`config.mk`:
```
export PLATFORM = sky130hd
export DESIGN_NAME = relogio_contador_ajuste
export DESIGN_NICKNAME = d
export VERILOG_FILES = /design/src/rtl/relogio_pkg.sv /design/src/rtl/debounce_pulse.sv /design/src/rtl/relogio_contador_ajuste.sv
export SDC_FILE = /design/constraint.sdc
export NUM_CORES = 1
export LEC_CHECK = 0
export ABC_AREA = 0
export CAP_MARGIN = 25
export CORE_MARGIN = 1
export CORE_UTILIZATION = 30
export DETAILED_ROUTE_END_ITERATION = 8
export PLACE_DENSITY = 0.46
export SYNTH_ARGS = -nofsm -noshare
export SYNTH_HDL_FRONTEND = slang
export SYNTH_HIERARCHICAL = 1
export SYNTH_SLANG_ARGS = --single-unit
```
`constraint.sdc`:
```
create_clock -name clk_100MHz -period 2.63 [get_ports clk_100MHz]
set_input_delay 0.263 -clock clk_100MHz [delete_from_list [all_inputs] [get_ports clk_100MHz]]
set_output_delay 0.263 -clock clk_100MHz [all_outputs]
set_load 0.02 [all_outputs]
```
`src/rtl/relogio_pkg.sv`:
```
// Shared types and limits for the clock core
// and the display stage's mode decoding.
package relogio_pkg;

  typedef enum logic [1:0] {
    RUN     = 2'b00,
    AJ_SEG  = 2'b01,
    AJ_MIN  = 2'b10,
    AJ_HORA = 2'b11
  } modo_t;

  localparam logic [5:0] MAX_SEG  = 6'd59;
  localparam logic [5:0] MAX_MIN  = 6'd59;
  localparam logic [5:0] MAX_HORA = 6'd23;

  function automatic logic [5:0] inc_wrap(
    input logic [5:0] v,
    input logic [5:0] lim
  );
    return (v >= lim) ? 6'd0 : v + 6'd1;
  endfunction

  function automatic logic [5:0] dec_wrap(
    input logic [5:0] v,
    input logic [5:0] lim
  );
    return (v == 6'd0 || v > lim) ? lim : v - 6'd1;
  endfunction

endpackage

```
`src/rtl/debounce_pulse.sv`:
```
// Button conditioner: 2-FF sync, stability
// counter and rising-edge one-cycle pulse.
module debounce_pulse #(
  parameter int unsigned DEBOUNCE_CYCLES = 2_000_000
) (
  input  logic i_clk,
  input  logic i_rst_n,
  input  logic i_btn,
  output logic o_pulse
);

  localparam int unsigned CW =
    $clog2(DEBOUNCE_CYCLES + 1);
  localparam logic [CW-1:0] CNT_MAX =
    CW'(DEBOUNCE_CYCLES - 1);

  logic          r_s1;
  logic          r_s2;
  logic          r_stable;
  logic          r_prev;
  logic          r_pulse;
  logic [CW-1:0] r_cnt;

  // Bring the raw button into the clock domain.
  always_ff @(posedge i_clk or negedge i_rst_n) begin
    if (!i_rst_n) begin
      r_s1 <= 1'b0;
      r_s2 <= 1'b0;
    end else begin
      r_s1 <= i_btn;
      r_s2 <= r_s1;
    end
  end

  // Accept a new level only after a full run of equal samples.
  always_ff @(posedge i_clk or negedge i_rst_n) begin
    if (!i_rst_n) begin
      r_cnt    <= '0;
      r_stable <= 1'b0;
    end else if (r_s2 == r_stable) begin
      r_cnt <= '0;
    end else if (r_cnt == CNT_MAX) begin
      r_cnt    <= '0;
      r_stable <= r_s2;
    end else begin
      r_cnt <= r_cnt + 1'b1;
    end
  end

  // Registered rising-edge detect on the stable level.
  always_ff @(posedge i_clk or negedge i_rst_n) begin
    if (!i_rst_n) begin
      r_prev  <= 1'b0;
      r_pulse <= 1'b0;
    end else begin
      r_prev  <= r_stable;
      r_pulse <= r_stable & ~r_prev;
    end
  end

  assign o_pulse = r_pulse;

endmodule

```
`src/rtl/relogio_contador_ajuste.sv`:
```
// 24 h timekeeping core with 1 Hz prescaler
// and button-driven field adjust modes.
module relogio_contador_ajuste
  import relogio_pkg::*;
#(
  parameter int unsigned CLK_FREQ_HZ     = 100_000_000,
  parameter int unsigned DEBOUNCE_CYCLES = 2_000_000
) (
  input  logic       clk_100MHz,
  input  logic       reset,
  input  logic       btn_modo,
  input  logic       btn_inc,
  input  logic       btn_dec,
  output logic [5:0] segundos,
  output logic [5:0] minutos,
  output logic [5:0] horas,
  output logic [1:0] modo_ajuste,
  output logic       tick_1hz
);

  localparam int unsigned PW = $clog2(CLK_FREQ_HZ);
  localparam logic [PW-1:0] PRE_MAX =
    PW'(CLK_FREQ_HZ - 1);

  logic          w_p_modo;
  logic          w_p_inc;
  logic          w_p_dec;
  logic          w_inc;
  logic          w_dec;
  modo_t         r_state;
  modo_t         w_next;
  logic [PW-1:0] r_presc;
  logic          r_tick;
  logic [5:0]    r_seg;
  logic [5:0]    r_min;
  logic [5:0]    r_hora;

  debounce_pulse #(
    .DEBOUNCE_CYCLES(DEBOUNCE_CYCLES)
  ) u_db_modo (
    .i_clk  (clk_100MHz),
    .i_rst_n(reset),
    .i_btn  (btn_modo),
    .o_pulse(w_p_modo)
  );

  debounce_pulse #(
    .DEBOUNCE_CYCLES(DEBOUNCE_CYCLES)
  ) u_db_inc (
    .i_clk  (clk_100MHz),
    .i_rst_n(reset),
    .i_btn  (btn_inc),
    .o_pulse(w_p_inc)
  );

  debounce_pulse #(
    .DEBOUNCE_CYCLES(DEBOUNCE_CYCLES)
  ) u_db_dec (
    .i_clk  (clk_100MHz),
    .i_rst_n(reset),
    .i_btn  (btn_dec),
    .o_pulse(w_p_dec)
  );

  // Mode beats inc/dec; inc and dec together cancel.
  assign w_inc = w_p_inc & ~w_p_dec & ~w_p_modo;
  assign w_dec = w_p_dec & ~w_p_inc & ~w_p_modo;

  // Mode state register.
  always_ff @(posedge clk_100MHz or negedge reset) begin
    if (!reset) r_state <= RUN;
    else        r_state <= w_next;
  end

  // Mode sequencing: each modo pulse steps the cycle.
  always_comb begin
    w_next = r_state;
    if (w_p_modo) begin
      unique case (r_state)
        RUN:     w_next = AJ_SEG;
        AJ_SEG:  w_next = AJ_MIN;
        AJ_MIN:  w_next = AJ_HORA;
        AJ_HORA: w_next = RUN;
        default: w_next = RUN;
      endcase
    end
  end

  // Prescaler runs only while staying in RUN; a wrap that
  // coincides with leaving RUN is dropped with the count.
  always_ff @(posedge clk_100MHz or negedge reset) begin
    if (!reset) begin
      r_presc <= '0;
      r_tick  <= 1'b0;
    end else if (r_state == RUN && w_next == RUN) begin
      if (r_presc == PRE_MAX) begin
        r_presc <= '0;
        r_tick  <= 1'b1;
      end else begin
        r_presc <= r_presc + 1'b1;
        r_tick  <= 1'b0;
      end
    end else begin
      r_presc <= '0;
      r_tick  <= 1'b0;
    end
  end

  // Time fields: carry chain on tick, isolated wrap on adjust.
  always_ff @(posedge clk_100MHz or negedge reset) begin
    if (!reset) begin
      r_seg  <= '0;
      r_min  <= '0;
      r_hora <= '0;
    end else if (r_tick) begin
      r_seg <= inc_wrap(r_seg, MAX_SEG);
      if (r_seg >= MAX_SEG) begin
        r_min <= inc_wrap(r_min, MAX_MIN);
        if (r_min >= MAX_MIN)
          r_hora <= inc_wrap(r_hora, MAX_HORA);
      end
    end else if (w_inc | w_dec) begin
      unique case (r_state)
        AJ_SEG:
          r_seg <= w_inc ? inc_wrap(r_seg, MAX_SEG)
                         : dec_wrap(r_seg, MAX_SEG);
        AJ_MIN:
          r_min <= w_inc ? inc_wrap(r_min, MAX_MIN)
                         : dec_wrap(r_min, MAX_MIN);
        AJ_HORA:
          r_hora <= w_inc ? inc_wrap(r_hora, MAX_HORA)
                          : dec_wrap(r_hora, MAX_HORA);
        default: ;
      endcase
    end
  end

  assign segundos    = r_seg;
  assign minutos     = r_min;
  assign horas       = r_hora;
  assign modo_ajuste = r_state;
  assign tick_1hz    = r_tick;

endmodule
```
### Word-level counts from Yosys, hierarchy flattened

Index checks and enable logic that the tools add are counted.

* add/sub/neg operators: 10
* order comparisons: 6
* eq/ne operators: 12
* mux-type cells: 33
* bitwise gates (word level): 17
* reductions and logical operators: 19

Operators with widths (number)
* $mux 21: 6
* $mux 6: 21
* $add 21x1->21 const B: 3
* $eq 21x21->1 const B: 3
* $mux 27: 2
* $add 27x1->27 const B: 1
* $eq 27x27->1 const B: 1
* $add 6x1->6 const B: 3
* $logic_not 6->1: 3
* $sub 6x1->6 const B: 3
* $ge 6x6->1 const B: 2
* $gt 6x6->1 const B: 2
* $not 1->1: 9
* $pmux 2 s4: 1
* $reduce_and 2->1: 4
* $reduce_bool 2->1: 4
* $and 1x1->1: 7
* $ge 6x5->1 const B: 1
* $gt 6x5->1 const B: 1
* $eq 2x2->1 const B: 2
* $logic_not 2->1: 2
* $ne 2x1->1 const B: 2
* $reduce_and 4->1: 1
* $eq 1x1->1: 3
* other kinds (7): 10

* register bits after elaboration: 126
* bits of input ports: 5
* output and inout port bits: 21
* word-level logic and storage cells: 121

### Logic depth before layout (Yosys ltp)

Gate-level depths: netlist of the first run.

* word-level depth: 7
* gate-level depth with buffers: 7
* gate-level depth less buffers: 7

### Modules after synthesis

The synthesis of the first run kept the hierarchy.

Modules (own cells, without submodules)
* debounce_pulse: instances 3, cells each 119, area an instance 1234.9 µm², seq. area each 650.6 µm²
* relogio_contador_ajuste: instances 1, cells each 347, area an instance 3085.5 µm², seq. area each 1201.2 µm²

### Least setup slack after synthesis of the first run

Ideal clock, no wire load.

* path type: register -> register
* start: register r_seg[0] (netlist: segundos[0])
* end: register r_hora[1] (netlist: horas[1])
* setup time: 0.118 ns
* arrival: 1.857 ns
* data required time: 2.512 ns
* path slack: 0.655 ns
* stages on the path, launching flop included: 8
* clock period less this slack: 1.975 ns
* path through: dfrtp_1 ha_1 o2111ai_1 nor3_1 a31oi_1 buf_2 a211oi_1 a21o_1

* cells in the longest elaborated chain, start to end: 3

Ends and longest elaborated chain
* start: declaration: RTL line relogio_contador_ajuste.sv:34 `logic [5:0] r_seg;`
* start signal: assignment: RTL line relogio_contador_ajuste.sv:116 `r_seg <= inc_wrap(r_seg, MAX_SEG);`
* start signal: assignment: RTL line relogio_contador_ajuste.sv:125 `r_seg <= w_inc ? inc_wrap(r_seg, MAX_SEG)`
* $ge 6x6->1: RTL line relogio_contador_ajuste.sv:117 `if (r_seg >= MAX_SEG) begin`
* $ne 2x1->1 (no source line)
* $reduce_and 4->1 (no source line)
* end signal: assignment: RTL line relogio_contador_ajuste.sv:120 `r_hora <= inc_wrap(r_hora, MAX_HORA);`
* end signal: assignment: RTL line relogio_contador_ajuste.sv:131 `r_hora <= w_inc ? inc_wrap(r_hora, MAX_HORA)`
* end: declaration: RTL line relogio_contador_ajuste.sv:36 `logic [5:0] r_hora;`

No other way between the ends.
A chain may end at the register's enable or synchronous reset.

### Worst setup path in the final report of the first run

* start: register u_db_modo.r_cnt[0]
* end: register u_db_modo.r_cnt[2]

* cells in the longest elaborated chain, start to end: 3
* elaborated cells between the ends (all ways): 4

Ends and longest elaborated chain
* start: declaration: RTL line debounce_pulse.sv:22 `logic [CW-1:0] r_cnt;`
* start signal: assignment: RTL line debounce_pulse.sv:46 `r_cnt <= r_cnt + 1'b1;`
* $add 21x1->21 or $eq 21x21->1 (tied branches): RTL line debounce_pulse.sv:46, debounce_pulse.sv:42
* $mux 21 (*): RTL line debounce_pulse.sv:42 `end else if (r_cnt == CNT_MAX) begin`
* $mux 21 (*): RTL line debounce_pulse.sv:40 `end else if (r_s2 == r_stable) begin`

Every way passes the cells marked *; elsewhere a longest branch is shown, timed or not.

==> metrics.md, run 1 <==
| Metric | Value |
|---|---|
| Max incr delay on CP | 0.62 ns |
| Vias | 5378 |
| Xor-xnor portion of the synthesized cell area | 9.158% |
| Buf+Inv Stages, Crit Path | 0 |
| Synth Area in Compound Gates | 11.63% |
| Reg clk slew, reported paths | ~0.060 ns |
| Crit-path cells | ha_1 -> nand4_1 -> or4_4 -> o21bai_4 -> nor2_1 |
| Maximum VDD drop | 0.3919 mV |
| # fillers | 2208 |
| Sum Neg Setup Slack | 0 ns |
| Clock buffer depth | 2 |
| Pins over their slew limit | 0 |
| Worst clock skew | 0.009230 ns |
| Largest net degree at the start of global routing | 55 |
| Antenna violations before repair | 0 |
| First-pass GRT wire length | 25960 microns |
| Worst slew pin tran | between 0.6 and 0.7 ns |
| Drt first pass iters | 9 |
| Ys async rst share | 100.0% |
| Layout area overhead | 16.64% |
| Mapped Area | 6790 sq um |
| Dpl hpwl | 10100 microns |
| Status | finished with violations |
| Vias per cell | around 5.2 |
| Initial core utilization | 30.83% |
| Delay-heaviest family, CP | simple AND/OR/NAND/NOR gates |
| Iteration-0 DRC Markers | 305 |
| Critical path's slowest cell | or4_4 |
| Lkg Pwr | 0.003216 uW |
| Crit end category | flip-flop |
| Top-Level Pins | 26 |
| Post-Route WL | between 10000 and 15000 microns |
| Synthesized area per cell | 9.645 sq um |
| Net count after synthesis | about 730 |
| ANT cells | 0 |
| Reg2reg setup slack | 0.43 ns |
| Power Dens Cells | 550.4 nW/um^2 |
| CP Data Arrival Time | 2.49 ns |
| RSZ-0062 raised after global routing | no |
| Final-report hold violation count | 0 |
| Post-Synth Adder-Cell Area | around 3.1% |
| Post-synthesis sequential area ratio | 46.43% |
| Die Span Y | ~150 microns |
| Final setup vio count | 0 |
| Worst r2r src | u_db_modo/r_cnt[0]$_DFF_PN0_ |
| Relative slew slack | around 58% |
| Worst EP required | 2.92 ns |
| Yosys cell types | 57 |
| Fmax | 455.0 MHz |
| Flops & latches, synth | 126 |
| Post-CTS Setup Bufs | 0 |
| WS Path Type | reg2reg |
| Crit Path Max Fanout | 19 |
| GPL Wtd Cong | about 0.85 |
| Post-route cell area | between 7000 and 8000 sq um |
| EDFF count, synth | 0 |
| Commonest non-fill, non-tap cell in the layout | dfrtp_1 |
| Synth top area share | 46.43% |
| DR WL/cell | 14.14 microns |
| Post-Synth Simple-Gate Area | about a quarter |
| R2R depth | 5 |
| Die Wd | 152.4 microns |
| Failing checks | DRC |
| Post-layout min period | 2.198 ns |
| Die ar. | around 23000 sq um |
| Synth area leader | dfrtp_1 |
| Syn Inst Count | around 700 |
| Most used flip-flop cell after synthesis | dfrtp_1 |
| Layout cells sized above 1 | 8.389% |
| DP Area | ~7300 sq um |
| Main combinational cell family by area after synthesis | simple AND/OR/NAND/NOR gates |
| Multiplexer share of the synthesized area | 0.6633% |
| Post-route DRC | 2 |
| PortBufs | 25 |
| Top cells by area, synth | dfrtp_1 (46%), nor2_1 (5.5%), xnor2_1 (5.0%) |
| Max Cap Viol | 0 |
| Final net count | 760 |
| Root Buffer | clkbuf_16 |
| CTS sink count | 126 |
| Worst hold path class | in2async |
| Startpoint types | flip-flop |
| Commonest non-fill, non-tap cells in the layout | dfrtp_1 (126), nor2_1 (99), nand3_1 (46) |
| Worst-Skew Late Latency | approximately 0.42 ns |
| Grt ovf | 0 |
| Warnings, synthesis | 6 |
| H-tree depth | 4 |
| R2r endpoint | u_db_modo/r_cnt[2]$_DFF_PN0_ |
| Antenna Nets Post-Route | 0 |
| Post-CTS resize count | 0 |
| TritonCTS clock tree | built |
| Row Count | between 50 and 60 |
| Vias in the first global route | 5276 |
| Core Area | 22030 sq um |
| TritonCTS Buffers | 17 |
| Part of the cycle the worst path needs | 83.57% |
| Total GRT Usage | ~14% |
report_power, final:
group	total, uW	switching (uW)	internal [uW]	leakage [uW]
combinational	94.0	66.1	27.9	0.00121
clock	2290	966	1330	0.000277
sequential	1970	17.0	1950	0.00173
registers in the layout, summed over array words and instances, names as in the netlist, 2 cells and up:
| signal | count |
|---|---|
| segundos | 6 |
| u_db_inc/r_cnt | 21 |
| horas | 6 |
| r_presc | 27 |
| modo_ajuste | 2 |
| u_db_dec/r_cnt | 21 |
| u_db_modo/r_cnt | 21 |
| minutos | 6 |
layout make-up:
type | count | area [sq um] | share of cell area [%]
well taps | 280 | 350.3 | 4.423
repair buffers | 33 | 322.8 | 4.076
multi-input cells | 535 | 3425 | 43.24
clock buffers | 17 | 425.4 | 5.371
inverters | 25 | 93.84 | 1.185
clock inverters | 15 | 150.1 | 1.896
flip-flops and latches | 126 | 3153 | 39.81
cells by family after synthesis:
family                     count (synthesis)
AOI/OAI and AO/OA                        117
xor gates and xnor gates                  71
adders and majority gates                 17
buffers and inverters                     43
DFF                                      126
muxes                                      4
and+or+nand+nor                          326
worst max-delay path by stage:
stage	slack [ns]	cells after the start	from	end
6_report	0.43	5	u_db_modo/r_cnt[0]$_DFF_PN0_	u_db_modo/r_cnt[2]$_DFF_PN0_
5_1_grt	0.25	6	minutos[0]$_DFFE_PN0P_	minutos[5]$_DFFE_PN0P_
4_1_cts	0.42	5	u_db_modo/r_cnt[0]$_DFF_PN0_	u_db_modo/r_cnt[2]$_DFF_PN0_
3_5_place_dp	0.43	5	u_db_modo/r_cnt[0]$_DFF_PN0_	u_db_modo/r_cnt[2]$_DFF_PN0_
3_3_place_gp	0.48	5	u_db_modo/r_cnt[0]$_DFF_PN0_	u_db_modo/r_cnt[11]$_DFF_PN0_
2_1_floorplan	0.65	7	segundos[0]$_DFFE_PN0P_	horas[1]$_DFFE_PN0P_
through the flow:
step	cells	setup slack, ns	hold slack, ns	utilization (%)	total power, uW
2_1_floorplan	704	0.6549	-0.03259	-	2044
3_3_place_gp	998	0.4751	0.1188	33.30	2101
3_5_place_dp	998	0.4290	0.1239	33.30	2105
4_1_cts	1031	0.4188	0.2191	35.96	4443
5_1_grt	1031	0.2496	0.2491	35.96	4542
6_report	1031	0.4320	0.2198	35.96	4359
synthesized netlist by cell type (5+ instances only):
cell and n:
nor4b_1 9, or3_1 20, and4_1 6, dfrtp_1 126, and2_1 7, buf_6 6, ha_1 17, xnor2_1 39
or4_1 9, nor2b_1 6, nand3_1 46, buf_2 5, nor3_1 16, xor2_1 32, o21ai_0 30, or4_4 7
clkbuf_1 7, nor2_1 99, nand4_1 28, a21oi_1 33, a21o_1 5, nand2_1 39, o31ai_1 10, nor4_1 16
inv_1 25
routing by layer:
layer  vias to the layer above  wire (microns)  global-route usage, %
met5                         -               0                      0
li1                       2620               -                      -
met3                        25             426                  2.986
met2                       100            6706                  21.42
met1                      2633            7162                  18.06
met4                         0             284                  6.109
repair_timing:
action,in CTS,in global routing
hold endpoints to repair,63,0
hold buffers,1,0
endpoints found under the setup margin,0,0
(Power assumes the default switching activity.)
==> inputs of run 2 (changes only) <==
==> constraint.sdc (replaced) <==
create_clock -name clk_100MHz -period 2.1 [get_ports clk_100MHz]
set_input_delay 0.21 -clock clk_100MHz [delete_from_list [all_inputs] [get_ports clk_100MHz]]
set_output_delay 0.21 -clock clk_100MHz [all_outputs]
set_load 0.02 [all_outputs]
==> run 2 against run 1 <==
Against the previous run:
- total power grew 27%
- final cell count grew 2.7%
- sequential share of layout area shrank 1.3 points
- flip-flop and latch count is the same
- design area grew 3.4%
- worst setup slack lost 0.32 ns
- clock skew grew 0.0026 ns
- via count grew 2.4%
- worst hold slack lost 0.019 ns
- critical path type unchanged
- largest power group unchanged
- sequential power grew 25%
- the flow now finishes without violations
==> metrics.md, run 2 (same netlist as run 1, synthesis figures left out) <==
| Metric | Value |
|---|---|
| Status | complete, no violations |
| Antenna violations before repair | 0 |
| Post-layout min period | roughly 2.0 ns |
| Die Span Y | about 150 microns |
| Relative slew slack | about 64% |
| Vias per cell | 5.202 |
| Dpl hpwl | 10540 microns |
| Commonest non-fill, non-tap cells in the layout | dfrtp_1 (126), nor2_1 (98), nand3_1 (46) |
| Sw Pwr | around 1200 uW |
| GPL Wtd Cong | ~0.83 |
| Core Area | 22030 sq um |
| CTS sink count | about 130 |
| Clock buffer depth | 2 |
| Maximum VDD drop | 0.3416 mV |
| Layout cells sized above 1 | 11.68% |
| Post-route DRC | 0 |
| CP Data Arrival Time | approximately 2.3 ns |
| Critical path's slowest cell | or4_1 |
| Top-Level Pins | 26 |
| Worst clock skew | 0.01182 ns |
| # fillers | 2191 |
| Vias | 5509 |
| Buf+Inv Stages, Crit Path | 0 |
| Worst Hold Slack | about 0.20 ns |
| Delay-heaviest family, CP | simple AND/OR/NAND/NOR gates |
| Final setup vio count | 0 |
| Post-CTS Setup Bufs | 0 |
| Sum Neg Setup Slack | 0 ns |
| Lkg Pwr | between 0.003 and 0.004 uW |
| Register with the most flip-flops | r_presc |
| Startpoint types | flip-flop |
| Grt ovf | 0 |
| Row Count | 54 |
| Clk pwr share | 53.1% |
| H-tree depth | 4 |
| ANT cells | 0 |
| TritonCTS Buffers | 17 |
| Net Sw Frac | between 20% and 30% |
| Reg power frac | 44.5% |
| Die Wd | around 150 microns |
| Commonest non-fill, non-tap cell in the layout | dfrtp_1 |
| Power Dens Cells | 677.1 nW/um^2 |
| Largest net degree at the start of global routing | 45 |
| Reg clk slew, reported paths | around 0.060 ns |
| RSZ-0062 raised after global routing | no |
| Root Buffer | clkbuf_16 |
| Worst hold path class | in2async |
| Part of the cycle the worst path needs | 94.63% |
| Crit-path cells | or4_1 -> or4_4 -> nor2_1 -> mux2_2 |
| Antenna Nets Post-Route | 0 |
| WS Path Type | reg2reg |
| Logic pwr share | 2.4% |
| Vias in the first global route | 5599 |
| Max incr delay on CP | about 0.54 ns |
| TritonCTS clock tree | built |
| First-pass GRT wire length | about 27000 microns |
| Pins over their slew limit | 0 |
| Total GRT Usage | 13.95% |
| Worst-Skew Late Latency | 0.42 ns |
| Final net count | about 790 |
| Initial core utilization | 30.83% |
| Max Cap Viol | 0 |
| Worst EP required | between 2 and 2.5 ns |
| PortBufs | 25 |
| Final-report hold violation count | 0 |
| Layout area overhead | 20.58% |
| Post-route core utilization | 37.17% |
| Fmax | 503.2 MHz |
| DR WL/cell | 14.28 microns |
| Worst slew pin tran | 0.5327 ns |
| Crit end category | flip-flop |
| Post-Route WL | about 15000 microns |
| Crit Path Max Fanout | 4 |
| Internal power | 4309 uW |
| Max FFs per register | 27 |
| Iteration-0 DRC Markers | 282 |
| Drt first pass iters | 6 |
| Die ar. | around 23000 sq um |
run 2: changes by cell type in the layout (fill, tap and decap cells not counted), sizes merged:
cell | previous run | this run
inv | 33 | 27
clkbuf | 17 | 20
buf | 8 | 36
clkinv | 4 | 2
clkinvlp | 2 | 6
bufinv | 1 | 2
run 2: worst paths after layout:
path / startpoint / end / slack [ns] / cells after the start
min in group clk_100MHz: btn_dec / u_db_dec/r_s1$_DFF_PN0_ / 0.25 / 1
max in group asynchronous: reset / r_presc[20]$_DFF_PN0_ / 1.26 / 3
hold / removal: reset / u_db_dec/r_cnt[3]$_DFF_PN0_ / 0.20 / 2
setup / recovery: u_db_inc/r_cnt[13]$_DFF_PN0_ / u_db_inc/r_stable$_DFFE_PN0P_ / 0.11 / 4
setup reg to reg: u_db_inc/r_cnt[13]$_DFF_PN0_ / u_db_inc/r_stable$_DFFE_PN0P_ / 0.11 / 4
hold reg to reg: u_db_inc/r_s1$_DFF_PN0_ / u_db_inc/r_s2$_DFF_PN0_ / 0.35 / 0
run 2: timing repair:
action | 4_1_cts | 5_1_grt
hold endpoints to repair | 98 | 0
hold buffers | 1 | 0
resized for setup | 0 | 1
setup endpoints to repair | 0 | 1
run 2: area by class of cell:
| class | count | area [sq um] | share of cell area [%] |
|---|---|---|---|
| timing repair buffer | 61 | 570.5 | 6.968 |
| multi-input combinational | 535 | 3427 | 41.86 |
| clock inverter | 12 | 136.4 | 1.666 |
| sequential | 126 | 3153 | 38.51 |
| tap | 280 | 350.3 | 4.279 |
| inverter | 25 | 93.84 | 1.146 |
| clock buffer | 20 | 456.7 | 5.578 |
run 2: worst register-to-register path: stages, from the launching register on:
cell     delay (ns)
dfrtp_1        0.41
or4_1          0.54
or4_4          0.45
nor2_1         0.13
mux2_2         0.34
run 2: stage by stage:
step                power [uW]  cells  area (sq um)  setup slack, ns
finish                    5544   1059          8188           0.1127
global route              5787   1059          8188          0.01130
CTS                       5659   1059          8185           0.1152
detailed placement        2649   1026          7582           0.1320
global placement          2646   1026          7582           0.1478
floorplan                 2560    704          6790           0.1249
run 2: power groups by stage:
stage	clock network (uW)	logic, uW	registers (uW)
floorplan	0	51.5	2510
global route	3160	151	2470
detailed placement	0	136	2510
finish	2940	131	2470
global placement	0	134	2510
CTS	3050	139	2470
run 2: layer usage:
layer  wire (microns)  vias up  GRT usage [%]
met4              175        0          4.570
met3              344       17          3.612
li1                 -     2676              -
met1             6959     2735          16.79
met5                0        -              0
met2             7640       81          24.20
==> inputs of run 3 (changes only) <==
--- a/config.mk
+++ b/config.mk
@@ -7,9 +7,9 @@
 export LEC_CHECK = 0
 export ABC_AREA = 0
 export CAP_MARGIN = 25
-export CORE_MARGIN = 1
 export CORE_UTILIZATION = 30
 export DETAILED_ROUTE_END_ITERATION = 8
+export GPL_ROUTABILITY_DRIVEN = 0
 export PLACE_DENSITY = 0.46
 export SYNTH_ARGS = -nofsm -noshare
 export SYNTH_HDL_FRONTEND = slang
==> results of run 3 <==
Same layout as run 2: the final DEF is identical, and so are final timing and power.
